### config.mk
export PLATFORM = sky130hd
export DESIGN_NAME = pet2001ps2_key
export DESIGN_NICKNAME = d
export VERILOG_FILES = /design/src/rtl/pet2001_pkg.sv /design/src/rtl/pet2001ps2_keymap.sv /design/src/rtl/pet2001ps2_key.sv
export SDC_FILE = /design/constraint.sdc
export NUM_CORES = 1
export LEC_CHECK = 0
export CAP_MARGIN = 20
export CORE_MARGIN = 10
export CORE_UTILIZATION = 30
export DETAILED_ROUTE_END_ITERATION = 8
export SLEW_MARGIN = 10
export SYNTH_ARGS = -nofsm -noshare
export SYNTH_HDL_FRONTEND = slang
export SYNTH_SLANG_ARGS = --single-unit
### constraint.sdc
create_clock -name clk -period 2.4 [get_ports clk]
set_input_delay 0.6 -clock clk [delete_from_list [all_inputs] [get_ports clk]]
set_output_delay 0.6 -clock clk [all_outputs]
set_load 0.03 [all_outputs]
### src/rtl/pet2001_pkg.sv
`default_nettype none
// +----------------------------------------------------------------------+
// | pet2001_pkg : PS/2 prefix bytes, decoder states, PET matrix geometry |
// | Rev 1.0                                                              |
// +----------------------------------------------------------------------+
package pet2001_pkg;

   localparam logic [7:0] c_ps2_f0  = 8'hF0;
   localparam logic [7:0] c_ps2_e0  = 8'hE0;
   localparam logic [7:0] c_ps2_e1  = 8'hE1;
   localparam logic [7:0] c_ps2_bat = 8'hAA;
   localparam logic [7:0] c_ps2_ack = 8'hFA;
   localparam logic [7:0] c_ps2_rsd = 8'hFE;
   localparam logic [7:0] c_ps2_ech = 8'hEE;
   localparam logic [7:0] c_ps2_f12 = 8'h07;

   localparam int c_rows = 10;
   localparam int c_cols = 8;

   typedef enum logic [1:0] {
      S_IDLE    = 2'd0,
      S_BRK     = 2'd1,
      S_EXT     = 2'd2,
      S_EXT_BRK = 2'd3
   } dec_state_t;

   typedef struct packed {
      logic       valid;
      logic [3:0] row;
      logic [2:0] col;
   } key_ent_t;

   // Bytes the keyboard sends that carry no key information.
   function automatic logic is_ignored(input logic [7:0] b);
      return (b == c_ps2_e1) || (b == c_ps2_bat) || (b == c_ps2_ack) ||
             (b == c_ps2_rsd) || (b == c_ps2_ech);
   endfunction

endpackage
`default_nettype wire

### src/rtl/pet2001ps2_keymap.sv
`default_nettype none
// +----------------------------------------------------------------------+
// | pet2001ps2_keymap : {ext, set-2 code} -> {valid, PET row, PET column} |
// | Rev 1.0                                                              |
// +----------------------------------------------------------------------+
module pet2001ps2_keymap
   import pet2001_pkg::*;
(
   input  logic       ext,
   input  logic [7:0] code,
   output logic       map_valid,
   output logic [3:0] map_row,
   output logic [2:0] map_col
);

   key_ent_t w_ent;

   function automatic key_ent_t ent(input logic [3:0] r, input logic [2:0] c);
      return {1'b1, r, c};
   endfunction

   always_comb begin
      w_ent = '0;
      case ({ext, code})
         9'h015: w_ent = ent(4'd2, 3'd0);   // Q
         9'h024: w_ent = ent(4'd2, 3'd1);   // E
         9'h02C: w_ent = ent(4'd2, 3'd2);   // T
         9'h03C: w_ent = ent(4'd2, 3'd3);   // U
         9'h044: w_ent = ent(4'd2, 3'd4);   // O
         9'h01D: w_ent = ent(4'd3, 3'd0);   // W
         9'h02D: w_ent = ent(4'd3, 3'd1);   // R
         9'h035: w_ent = ent(4'd3, 3'd2);   // Y
         9'h043: w_ent = ent(4'd3, 3'd3);   // I
         9'h04D: w_ent = ent(4'd3, 3'd4);   // P
         9'h01C: w_ent = ent(4'd4, 3'd0);   // A
         9'h023: w_ent = ent(4'd4, 3'd1);   // D
         9'h034: w_ent = ent(4'd4, 3'd2);   // G
         9'h03B: w_ent = ent(4'd4, 3'd3);   // J
         9'h04B: w_ent = ent(4'd4, 3'd4);   // L
         9'h01B: w_ent = ent(4'd5, 3'd0);   // S
         9'h02B: w_ent = ent(4'd5, 3'd1);   // F
         9'h033: w_ent = ent(4'd5, 3'd2);   // H
         9'h042: w_ent = ent(4'd5, 3'd3);   // K
         9'h01A: w_ent = ent(4'd6, 3'd0);   // Z
         9'h021: w_ent = ent(4'd6, 3'd1);   // C
         9'h032: w_ent = ent(4'd6, 3'd2);   // B
         9'h03A: w_ent = ent(4'd6, 3'd3);   // M
         9'h05A: w_ent = ent(4'd6, 3'd5);   // RETURN
         9'h022: w_ent = ent(4'd7, 3'd0);   // X
         9'h02A: w_ent = ent(4'd7, 3'd1);   // V
         9'h031: w_ent = ent(4'd7, 3'd2);   // N
         9'h012: w_ent = ent(4'd8, 3'd0);   // left SHIFT
         9'h059: w_ent = ent(4'd8, 3'd5);   // right SHIFT
         9'h029: w_ent = ent(4'd9, 3'd2);   // SPACE
         9'h066: w_ent = ent(4'd1, 3'd7);   // backspace -> DEL
         9'h16C: w_ent = ent(4'd0, 3'd6);   // HOME
         9'h174: w_ent = ent(4'd0, 3'd7);   // CRSR RIGHT
         9'h172: w_ent = ent(4'd1, 3'd6);   // CRSR DOWN
         default: w_ent = '0;
      endcase
   end

   assign map_valid = w_ent.valid;
   assign map_row   = w_ent.row;
   assign map_col   = w_ent.col;

endmodule
`default_nettype wire

### src/rtl/pet2001ps2_key.sv
`default_nettype none
// +----------------------------------------------------------------------+
// | pet2001ps2_key : PS/2 keyboard receiver, prefix decoder, PET matrix  |
// | Rev 1.0                                                              |
// +----------------------------------------------------------------------+
module pet2001ps2_key
   import pet2001_pkg::*;
#(
   parameter int FILTER_LEN  = 8,
   parameter int TIMEOUT_CYC = 16384
)(
   input  logic       clk,
   input  logic       reset_n,
   input  logic       ps2_clk,
   input  logic       ps2_data,
   input  logic [3:0] keyrow,
   output logic [7:0] keyin,
   output logic       key_reset
);

   localparam int c_fw = $clog2(FILTER_LEN + 1);
   localparam int c_tw = $clog2(TIMEOUT_CYC + 1);
   localparam logic [c_fw-1:0] c_filt_max = c_fw'(FILTER_LEN);
   localparam logic [c_tw-1:0] c_to_max   = c_tw'(TIMEOUT_CYC);
   localparam logic [3:0]      c_row_lim  = 4'(c_rows);

   logic r_clk_meta, r_clk_sync, r_dat_meta, r_dat_sync;
   logic r_filt_lvl, r_armed, r_fall;
   logic [c_fw-1:0] r_filt_cnt;
   logic [9:0] r_shift;
   logic [3:0] r_bit_cnt;
   logic [c_tw-1:0] r_to_cnt;
   logic r_byte_stb, r_frame_err;
   logic [7:0] r_byte;
   dec_state_t r_state;
   logic [c_rows-1:0][c_cols-1:0] r_matrix;

   logic [10:0] w_frame;
   logic w_frame_ok, w_ext, w_brk, w_map_valid;
   logic [3:0] w_map_row;
   logic [2:0] w_map_col;

   always_ff @(posedge clk or negedge reset_n) begin
      if (!reset_n) begin
         r_clk_meta <= 1'b1;
         r_clk_sync <= 1'b1;
         r_dat_meta <= 1'b1;
         r_dat_sync <= 1'b1;
      end else begin
         r_clk_meta <= ps2_clk;
         r_clk_sync <= r_clk_meta;
         r_dat_meta <= ps2_data;
         r_dat_sync <= r_dat_meta;
      end
   end

   // An edge counts only after a full-length high run followed by a full-length low run.
   always_ff @(posedge clk or negedge reset_n) begin
      if (!reset_n) begin
         r_filt_lvl <= 1'b1;
         r_filt_cnt <= '0;
         r_armed    <= 1'b0;
         r_fall     <= 1'b0;
      end else begin
         r_fall <= 1'b0;
         if (r_clk_sync != r_filt_lvl) begin
            r_filt_lvl <= r_clk_sync;
            r_filt_cnt <= c_fw'(1);
         end else if (r_filt_cnt != c_filt_max) begin
            r_filt_cnt <= r_filt_cnt + 1'b1;
         end else if (r_filt_lvl) begin
            r_armed <= 1'b1;
         end else if (r_armed) begin
            r_armed <= 1'b0;
            r_fall  <= 1'b1;
         end
      end
   end

   assign w_frame    = {r_dat_sync, r_shift};
   assign w_frame_ok = !w_frame[0] && w_frame[10] && (^w_frame[9:1]);

   always_ff @(posedge clk or negedge reset_n) begin
      if (!reset_n) begin
         r_shift     <= '0;
         r_bit_cnt   <= '0;
         r_to_cnt    <= '0;
         r_byte_stb  <= 1'b0;
         r_frame_err <= 1'b0;
         r_byte      <= '0;
      end else begin
         r_byte_stb  <= 1'b0;
         r_frame_err <= 1'b0;
         if (r_fall) begin
            r_to_cnt <= '0;
            if (r_bit_cnt == 4'd10) begin
               r_bit_cnt <= '0;
               if (w_frame_ok) begin
                  r_byte_stb <= 1'b1;
                  r_byte     <= w_frame[8:1];
               end else begin
                  r_frame_err <= 1'b1;
               end
            end else begin
               r_shift   <= {r_dat_sync, r_shift[9:1]};
               r_bit_cnt <= r_bit_cnt + 4'd1;
            end
         end else if (r_bit_cnt != 4'd0) begin
            if (r_to_cnt == c_to_max - 1'b1) begin
               r_bit_cnt <= '0;
               r_to_cnt  <= '0;
            end else begin
               r_to_cnt <= r_to_cnt + 1'b1;
            end
         end
      end
   end

   assign w_ext = (r_state == S_EXT) || (r_state == S_EXT_BRK);
   assign w_brk = (r_state == S_BRK) || (r_state == S_EXT_BRK);

   pet2001ps2_keymap u_keymap (
      .ext       (w_ext),
      .code      (r_byte),
      .map_valid (w_map_valid),
      .map_row   (w_map_row),
      .map_col   (w_map_col)
   );

   always_ff @(posedge clk or negedge reset_n) begin
      if (!reset_n) begin
         r_state   <= S_IDLE;
         r_matrix  <= '0;
         key_reset <= 1'b0;
      end else begin
         key_reset <= 1'b0;
         if (r_frame_err) begin
            r_state <= S_IDLE;
         end else if (r_byte_stb && !is_ignored(r_byte)) begin
            if (r_state == S_IDLE && r_byte == c_ps2_f0) begin
               r_state <= S_BRK;
            end else if (r_state == S_IDLE && r_byte == c_ps2_e0) begin
               r_state <= S_EXT;
            end else if (r_state == S_EXT && r_byte == c_ps2_f0) begin
               r_state <= S_EXT_BRK;
            end else begin
               r_state <= S_IDLE;
               if (!w_ext && r_byte == c_ps2_f12) begin
                  key_reset <= !w_brk;
               end else if (w_map_valid && w_map_row < c_row_lim) begin
                  r_matrix[w_map_row][w_map_col] <= !w_brk;
               end
            end
         end
      end
   end

   always_ff @(posedge clk or negedge reset_n) begin
      if (!reset_n) begin
         keyin <= 8'hFF;
      end else begin
         keyin <= (keyrow < c_row_lim) ? ~r_matrix[keyrow] : 8'hFF;
      end
   end

endmodule
`default_nettype wire

==> results of run 1 <==
-- final timing paths --
kind,startpoint,depth (start not counted),end,slack [ps]
max,r_byte[1]$_DFFE_PN0P_,7,r_matrix[34]$_DFFE_PN0P_,160
min,reset_n,1,r_to_cnt[11]$_DFFE_PN0P_,140
max reg2reg,r_byte[1]$_DFFE_PN0P_,7,r_matrix[34]$_DFFE_PN0P_,160
min reg2reg,r_dat_meta$_DFF_PN1_,0,r_dat_sync$_DFF_PN1_,360
max in group asynchronous,reset_n,2,keyin[2]$_DFF_PN1_,1600
min in group clk,r_dat_meta$_DFF_PN1_,0,r_dat_sync$_DFF_PN1_,360
-- power groups by stage --
| stage | Clock (mW) | Combinational [mW] | Sequential [mW] |
|---|---|---|---|
| 2_1_floorplan | 0 | 0.137 | 2.49 |
| 3_3_place_gp | 0 | 0.246 | 2.50 |
| 3_5_place_dp | 0 | 0.250 | 2.50 |
| 4_1_cts | 2.69 | 0.251 | 2.45 |
| 5_1_grt | 2.79 | 0.285 | 2.46 |
| 6_report | 2.62 | 0.243 | 2.45 |
-- layout by cell type (no fill, tap or decap), types with 4 or more instances in the layout --
| cell | count |
|---|---|
| a2bb2oi_1 | 7 |
| nor2_1 | 34 |
| mux2_2 | 24 |
| nand3_1 | 25 |
| nand2b_1 | 10 |
| xor2_1 | 5 |
| mux4_2 | 16 |
| o41ai_1 | 12 |
| a22oi_1 | 10 |
| ha_1 | 6 |
| o21ai_0 | 24 |
| xnor2_1 | 14 |
| buf_4 | 41 |
| nor2b_1 | 7 |
| and3_1 | 4 |
| clkdlybuf4s50_1 | 15 |
| dfstp_2 | 13 |
| buf_12 | 4 |
| a21oi_1 | 10 |
| nand3b_1 | 5 |
| clkbuf_16 | 17 |
| o31ai_1 | 13 |
| nand2_1 | 26 |
| dfrtp_1 | 127 |
| inv_1 | 36 |
| nand4_1 | 13 |
| nor3_1 | 15 |
| mux2i_1 | 24 |
| and3b_1 | 4 |
-- sequential cells by signal, summed over array words and instances, names as in the netlist, 2 cells and up --
signal      flops
r_byte          8
r_shift        10
keyin           8
r_matrix       80
r_to_cnt       15
r_bit_cnt       4
r_filt_cnt      4
r_state         2
-- per-layer routing --
metal / vias to the layer above / global-route usage / wire length [um]
met3: 7 / 0.0263 / 486
met2: 55 / 0.164 / 6690
met4: 0 / 0.0321 / 87
met5: - / 0 / 0
li1: 2219 / - / -
met1: 2255 / 0.136 / 6910
-- kinds of logic (layout without fill, tap and decap cells) --
group / count (synthesis) / in the layout
AOI/OAI and AO/OA: 99 / 99
xor gates and xnor gates: 19 / 19
DFF: 141 / 141
muxes: 64 / 64
adders and majority gates: 6 / 6
and+or+nand+nor: 177 / 177
buffers and inverters: 120 / 131
-- repair_timing --
item	4_1_cts	5_1_grt
hold buffers	0	0
resized for setup	1	4
setup endpoints to repair	16	14
-- layout make-up --
class                      count  area (um2)  area share
clock inverter                15         180      0.0224
timing repair buffer          62         561      0.0697
tap                          285         357      0.0444
multi-input combinational    365        2830       0.352
inverter                      37         139      0.0173
clock buffer                  17         425      0.0529
sequential                   141        3550       0.441
-- metrics by stage --
| step | util | instance area, um2 | setup WS, ps | total power [mW] | std cells |
|---|---|---|---|---|---|
| finish | 0.357 | 8040 | 160 | 5.32 | 922 |
| global route | 0.357 | 8040 | 7.10 | 5.54 | 922 |
| CTS | 0.357 | 8030 | 116 | 5.40 | 922 |
| detailed placement | 0.329 | 7410 | -44.4 | 2.75 | 890 |
| global placement | 0.329 | 7410 | -52.1 | 2.74 | 890 |
| floorplan | - | 6830 | 104 | 2.63 | 626 |
==> impl_metrics.json, run 1 <==
{
  "hold_path.class": "in -> async",
  "grt_setup_unrepaired": "no",
  "synth-edff-count": 0,
  "slew_violations": 0,
  "critPathMostFrequentCell": "mux2i_1",
  "synthesis.area_um2": 6830,
  "critPathArrivalTime_ps": 2520,
  "wl_um": 14200,
  "worstPathCellList": "buf_4 -> or4b_2 -> mux2i_1 -> a21oi_1 -> o32ai_1 -> nand4_1 -> mux2i_1",
  "drive_above_1_share": 0.231,
  "synth-xor-area-share": 0.0244,
  "synth_top_family_by_area": "simple AND/OR/NAND/NOR gates",
  "drt_drc_violations_left": 0,
  "end_kind": "register",
  "num_vias": 4536,
  "critPathLaunchType": "register",
  "clk_pin_slew_ps": 60,
  "cts_sinks": 141,
  "rows": 55,
  "cts_tree": "done",
  "dieArea_um2": 29200,
  "crit_type": "reg -> reg",
  "holdWs_ps": 137,
  "p_leak_nw": 3.54,
  "path_max_fanout": 14,
  "pin_count": 17,
  "postSynthAreaPerCell_um2": 10.9,
  "worstPathRequired_ps": 2680,
  "synth-adder-area-share": 0.0110,
  "tns_ps": 0,
  "cts-htree-levels": 4,
  "synth_area_leaders": "dfrtp_1 47%, mux4_2 5.3%, dfstp_2 5.0%",
  "fillerInstances": 2201,
  "ys_top_cells_by_count": "128 x dfrtp_1, 71 x clkbuf_1, 36 x inv_1, 34 x nor2_1, 26 x nand2_1",
  "fin_nets": 638,
  "avgViaCountPerCell": 4.92,
  "io_buffers": 16,
  "status": "completed",
  "finClkSkew_ps": 8.23,
  "worstMarginPinSlew_ps": 690,
  "cts_setup_buffers": 0,
  "yosysSeqAreaShare": 0.519,
  "wl_per_cell_um": 15.4,
  "powerDensity_nw_per_um2": 662,
  "yosysMostFrequentCell": "dfrtp_1",
  "yosysUniqueCellTypes": 57,
  "crit_path_top_delay_cell": "or4b_2",
  "ant_nets": 0,
  "max_cap_viol_count": 0,
  "syn_inst": 626,
  "synth.area.mux_share": 0.128,
  "synthFlopType": "dfrtp_1",
  "gp_congestion": 0.817,
  "grt_pass1_wl_um": 24400,
  "postSynth.asyncResetShare": 1.00,
  "p_clk_frac": 0.493,
  "combPwrFrac": 0.046,
  "overflow": 0,
  "power.internal_mw": 4.00,
  "clock_latency_ps": 420,
  "synth_area_leader_cell": "dfrtp_1",
  "fin_crit_ps": 2240,
  "finalHoldViolCount": 0,
  "synth_top_area_frac": 0.469,
  "grt_pass1_vias": 4699,
  "grt_max_degree": 54,
  "cts_made_buffers": 17,
  "max_freq_mhz": 446,
  "antenna_cells": 0,
  "drt_iter0_drc": 254,
  "synthSimpleGateAreaFrac": 0.147,
  "max_slew_margin": 0.539,
  "drt_first_pass_iters": 4,
  "cp_num_buf_inv": 1,
  "clk_path_buf_depth": 2,
  "synth_compound_area_frac": 0.102,
  "synthesis.nets": 640,
  "setup_viol": 0,
  "dp.final_hpwl_um": 9960,
  "slowest_delay_ps": 700,
  "cts_root_buf": "clkbuf_16",
  "antenna_found_initial": 0,
  "coreArea_um2": 22500,
  "start_util": 0.303,
  "yosysWarnings": 0,
  "switching_share": 0.247,
  "synth_seq_cells": 141,
  "die_h_um": 171,
  "grt_util_all_layers": 0.103,
  "syn2layout_area_growth_pct": 17.7,
  "seqPwrFrac": 0.461,
  "ir_drop_uv": 377,
  "switchingPower_mw": 1.32,
  "dieWidth_um": 171,
  "finalCritPeriodShare": 0.933,
  "critical_path.top_delay_family": "simple AND/OR/NAND/NOR gates"
}
No activity file was read; power rests on OpenSTA's default activity.
==> run 2, diff against run 1 <==
- GPL_TIMING_DRIVEN: default -> 0
- PLACE_DENSITY: default -> 0.47
- clock period: 2.4 -> 2.7 ns (I/O delays scaled with it)
==> run 2 against run 1 <==
Net effect: first-iteration DRC count grew 16%; clock power shrank 11%; maximum frequency shrank 13%; final area shrank 1.2%; sequential cell count is the same; clock skew is essentially flat; critical path type unchanged; register-to-register slack lost 40 ps; global-route usage grew 1.7 points; largest power group unchanged.
==> impl_metrics.json, run 2 (synthesized netlist as in run 1, its figures left out) <==
{
  "setup_viol": 0,
  "fin_nets": 672,
  "worstSetupStartpoint": "r_byte[0]$_DFFE_PN0P_",
  "top_register": "r_matrix",
  "p_leak_nw": 3.42,
  "wl_per_cell_um": 17.4,
  "drt_first_pass_iters": 7,
  "design_area_um2": 7940,
  "status": "completed",
  "max_freq_mhz": 388,
  "slowest_delay_ps": 450,
  "cts_sinks": 141,
  "antenna_found_initial": 0,
  "io_buffers": 13,
  "rows": 55,
  "worstSetupEndpoint": "r_matrix[34]$_DFFE_PN0P_",
  "stdcell_count": 956,
  "largest_register_ffs": 80,
  "hold_path.class": "in -> async",
  "max_cap_viol_count": 0,
  "fin_crit_ps": 2580,
  "worstPathCellList": "clkbuf_1 -> buf_2 -> inv_1 -> o32ai_1 -> a22oi_1 -> a211oi_1 -> nand4_1 -> mux2i_1",
  "clk_pin_slew_ps": 70,
  "final_cell_mix": "128 x dfrtp_1, 67 x clkbuf_1, 36 x inv_1, 34 x nor2_1, 26 x nand2_1",
  "grt_setup_unrepaired": "yes",
  "grt_pass1_vias": 5009,
  "powerDensity_nw_per_um2": 594,
  "tns_ps": 0,
  "worstMarginPinSlew_ps": 818,
  "r2r_start": "r_byte[0]$_DFFE_PN0P_",
  "num_vias": 4822,
  "grt_max_degree": 77,
  "final_common_cell": "dfrtp_1",
  "cts_made_buffers": 17,
  "setup_slack_ps": 122,
  "overflow": 0,
  "r2r_slack_ps": 120,
  "grt_util_all_layers": 0.120,
  "coreArea_um2": 22500,
  "ir_drop_uv": 298,
  "ant_nets": 0,
  "gp_congestion": 0.886,
  "critPathLaunchType": "register",
  "drt_iter0_drc": 294,
  "clk_path_buf_depth": 2,
  "finalCritPeriodShare": 0.955,
  "worst-r2r-cell-count": 8,
  "holdWs_ps": 244,
  "power.total_mw": 4.72,
  "dp.final_hpwl_um": 11900,
  "finalHoldViolCount": 0,
  "dieWidth_um": 171,
  "wl_met1_um": 7760,
  "cts_tree": "done",
  "syn2layout_area_growth_pct": 16.4,
  "wl_met2_um": 8060,
  "wl_um": 16600,
  "pin_count": 17,
  "routed-wl-met3_um": 595,
  "reg_top3": "r_matrix (80), r_to_cnt (15), r_shift (10)",
  "crit_path_top_delay_cell": "o32ai_1",
  "end_kind": "register",
  "dieArea_um2": 29200,
  "worstPathRequired_ps": 2980,
  "postCtsHoldBufs": 0,
  "final_util": 0.353,
  "cts-htree-levels": 4,
  "clock_latency_ps": 420,
  "avgViaCountPerCell": 5.04,
  "slew_violations": 0,
  "post-place-cells": 925,
  "highest_layer": "met4",
  "path_max_fanout": 10,
  "cts_root_buf": "clkbuf_16",
  "start_util": 0.303,
  "crit_type": "reg -> reg",
  "regToRegEndpoint": "r_matrix[34]$_DFFE_PN0P_",
  "antenna_cells": 0,
  "post_dp_cell_area_um2": 7340,
  "max_slew_margin": 0.450,
  "grt_pass1_wl_um": 27600,
  "finClkSkew_ps": 8.21,
  "drt_drc_violations_left": 0,
  "cts_resized": 0,
  "die_h_um": 171,
  "drive_above_1_share": 0.170,
  "critPathArrivalTime_ps": 2860,
  "cts_setup_buffers": 0,
  "dp_slack_ps": -175
}
run 2: cell count changes in the layout (fill, tap and decap cells not counted), moves of 3 or more:
cell             before  now
buf_2                 0   10
buf_12                4    0
clkbuf_2              0    4
buf_4                41    0
clkdlybuf4s50_1      15   12
clkinv_8              3    0
clkbuf_1              0   67
run 2: cell type report:
class,count,area [um2]
inverters,37,139
clock inverters,12,125
flip-flops and latches,141,3540
multi-input cells,365,2840
well taps,285,357
repair buffers,14,159
fillers,2258,14600
plain buffers,82,325
clock buffers,20,457
run 2: per-layer routing:
metal | track usage | up-vias
met2 | 0.202 | 80
met3 | 0.0276 | 20
met5 | 0 | -
met1 | 0.152 | 2452
li1 | - | 2270
met4 | 0.0352 | 0
run 2: power breakdown:
| part | total [mW] | internal, mW | switching, mW |
|---|---|---|---|
| sequential | 2.18 | 2.15 | 0.0338 |
| combinational | 0.203 | 0.0734 | 0.130 |
| clock | 2.33 | 1.34 | 0.990 |
run 2: worst min path at each step:
stage / slack, ps / endpoint / cells past startpoint / from
2_1_floorplan: 350 / r_clk_sync$_DFF_PN1_ / 0 / r_clk_meta$_DFF_PN1_
3_5_place_dp: 350 / r_dat_sync$_DFF_PN1_ / 0 / r_dat_meta$_DFF_PN1_
5_1_grt: 280 / r_matrix[65]$_DFFE_PN0P_ / 1 / reset_n
3_3_place_gp: 350 / r_dat_sync$_DFF_PN1_ / 0 / r_dat_meta$_DFF_PN1_
6_report: 240 / r_matrix[65]$_DFFE_PN0P_ / 1 / reset_n
4_1_cts: 250 / r_matrix[65]$_DFFE_PN0P_ / 1 / reset_n
run 2: worst max-delay path: cells and delay by family, from the launching register on:
family                 cells  cell delay, ps
buffers and inverters      3             800
AND/OR/NAND/NOR            1             220
flip-flops                 1             380
AO/OA/AOI/OAI              3             860
multiplexers               1             180
==> run 3, diff against run 2 <==
- PLACE_DENSITY: 0.47 -> default
==> run 3 against run 2 <==
Net effect: clock skew up 1.6 ps; sequential power barely moved; power is 3.2% higher; clock power is 7% higher; combinational power decreased by 3%; highest routed layer unchanged.
==> impl_metrics.json, run 3 (synthesized netlist as in run 1, its figures left out) <==
{
  "pin_count": 17,
  "cts_sinks": 141,
  "grt_setup_unrepaired": "no",
  "finClkSkew_ps": 9.83,
  "path_max_fanout": 10,
  "top_register": "r_matrix",
  "die_h_um": 171,
  "cts-htree-levels": 4,
  "grt_pass1_vias": 4776,
  "ant_nets": 0,
  "overflow": 0,
  "p_leak_nw": 3.45,
  "rows": 55,
  "worstPathCellList": "clkbuf_1 -> or4b_2 -> clkbuf_1 -> mux2i_1 -> a21oi_1 -> o32ai_1 -> nand4_1 -> mux2i_1",
  "cts_root_buf": "clkbuf_16",
  "critical_path.top_delay_family": "simple AND/OR/NAND/NOR gates",
  "stdcell_count": 957,
  "dp.final_hpwl_um": 10100,
  "critPathArrivalTime_ps": 2850,
  "grt_util_all_layers": 0.108,
  "dp_slack_ps": -165,
  "status": "completed",
  "drt_iter0_drc": 351,
  "max_cap_viol_count": 0,
  "clock_latency_ps": 430,
  "final_util": 0.355,
  "antenna_cells": 0,
  "drt_drc_violations_left": 0,
  "grt_max_degree": 104,
  "setup_viol": 0,
  "fin_nets": 673,
  "final_cell_mix": "128 x dfrtp_1, 68 x clkbuf_1, 36 x inv_1, 34 x nor2_1, 26 x nand2_1",
  "antenna_found_initial": 0,
  "cts_made_buffers": 17,
  "holdWs_ps": 110,
  "wl_um": 14700,
  "avgViaCountPerCell": 5.00,
  "worstMarginPinSlew_ps": 727,
  "grt_pass1_wl_um": 25100,
  "coreArea_um2": 22500,
  "crit_type": "reg -> reg",
  "finalCritPeriodShare": 0.951,
  "cts_tree": "done",
  "clk_path_buf_depth": 2,
  "slew_violations": 0,
  "fin_crit_ps": 2570,
  "crit_path_top_delay_cell": "or4b_2",
  "start_util": 0.303,
  "num_vias": 4781,
  "post-place-cells": 925,
  "max_slew_margin": 0.512,
  "final_common_cell": "dfrtp_1",
  "hold_path.class": "in -> async",
  "slowest_delay_ps": 690,
  "max_freq_mhz": 390,
  "io_buffers": 13,
  "end_kind": "register",
  "syn2layout_area_growth_pct": 17.0,
  "worstPathRequired_ps": 2990,
  "setup_slack_ps": 133,
  "reg_top3": "r_matrix (80), r_to_cnt (15), r_shift (10)",
  "clk_pin_slew_ps": 60,
  "powerDensity_nw_per_um2": 610,
  "finalHoldViolCount": 0,
  "wl_per_cell_um": 15.3,
  "dieArea_um2": 29200,
  "dieWidth_um": 171,
  "critPathLaunchType": "register",
  "postCtsHoldBufs": 0,
  "drive_above_1_share": 0.170,
  "largest_register_ffs": 80,
  "ir_drop_uv": 308,
  "power.total_mw": 4.87,
  "gp_congestion": 0.902,
  "cp_num_buf_inv": 2,
  "drt_first_pass_iters": 5
}
run 3: power breakdown:
| group | switching [mW] | internal [mW] | total [mW] |
|---|---|---|---|
| clock network | 0.918 | 1.57 | 2.49 |
| registers | 0.0305 | 2.15 | 2.18 |
| logic | 0.124 | 0.0737 | 0.197 |
run 3: what timing repair did:
| action | 4_1_cts | 5_1_grt |
|---|---|---|
| buffers inserted | 0 | 0 |
| setup endpoints to repair | 0 | 9 |
| gates resized for setup | 0 | 9 |
| hold endpoints to repair | 0 | 0 |
run 3: worst register-to-register path: stages, from the launching register on:
cell,delay [ps]
dfrtp_1,370
clkbuf_1,210
or4b_2,690
clkbuf_1,260
mux2i_1,190
a21oi_1,90
o32ai_1,240
nand4_1,220
mux2i_1,160
run 3: cell type report:
class                      count  area [um2]
inverter                      37         139
fill                        2217       14500
sequential                   141        3540
tap                          285         357
timing repair buffer          14         163
clock buffer                  19         443
multi-input combinational    365        2820
buffer                        83         329
clock inverter                13         186
run 3: routing by layer:
layer	vias to the layer above	wire [um]	GRT usage
met3	19	739	0.0295
met2	116	6690	0.164
met1	2354	7000	0.144
li1	2292	-	-
met5	-	0	0
met4	0	233	0.0389
run 3: worst paths after layout:
path,startpoint,endpoint,slack [ps],cells after the start
max in group asynchronous,reset_n,keyin[7]$_DFF_PN1_,1780,2
hold reg to reg,r_dat_meta$_DFF_PN1_,r_dat_sync$_DFF_PN1_,350,0
setup / recovery,r_byte[1]$_DFFE_PN0P_,r_matrix[34]$_DFFE_PN0P_,130,8
setup reg to reg,r_byte[1]$_DFFE_PN0P_,r_matrix[34]$_DFFE_PN0P_,130,8
hold / removal,reset_n,r_filt_cnt[3]$_DFFE_PN0N_,110,1
min in group clk,r_dat_meta$_DFF_PN1_,r_dat_sync$_DFF_PN1_,350,0
run 3: stage by stage:
step / setup TNS (ps) / instance area (um2)
floorplan: 0 / 6830
global placement: -647760 / 7310
detailed placement: -722 / 7340
CTS: 0 / 7970
global route: 0 / 7990
finish: 0 / 7990
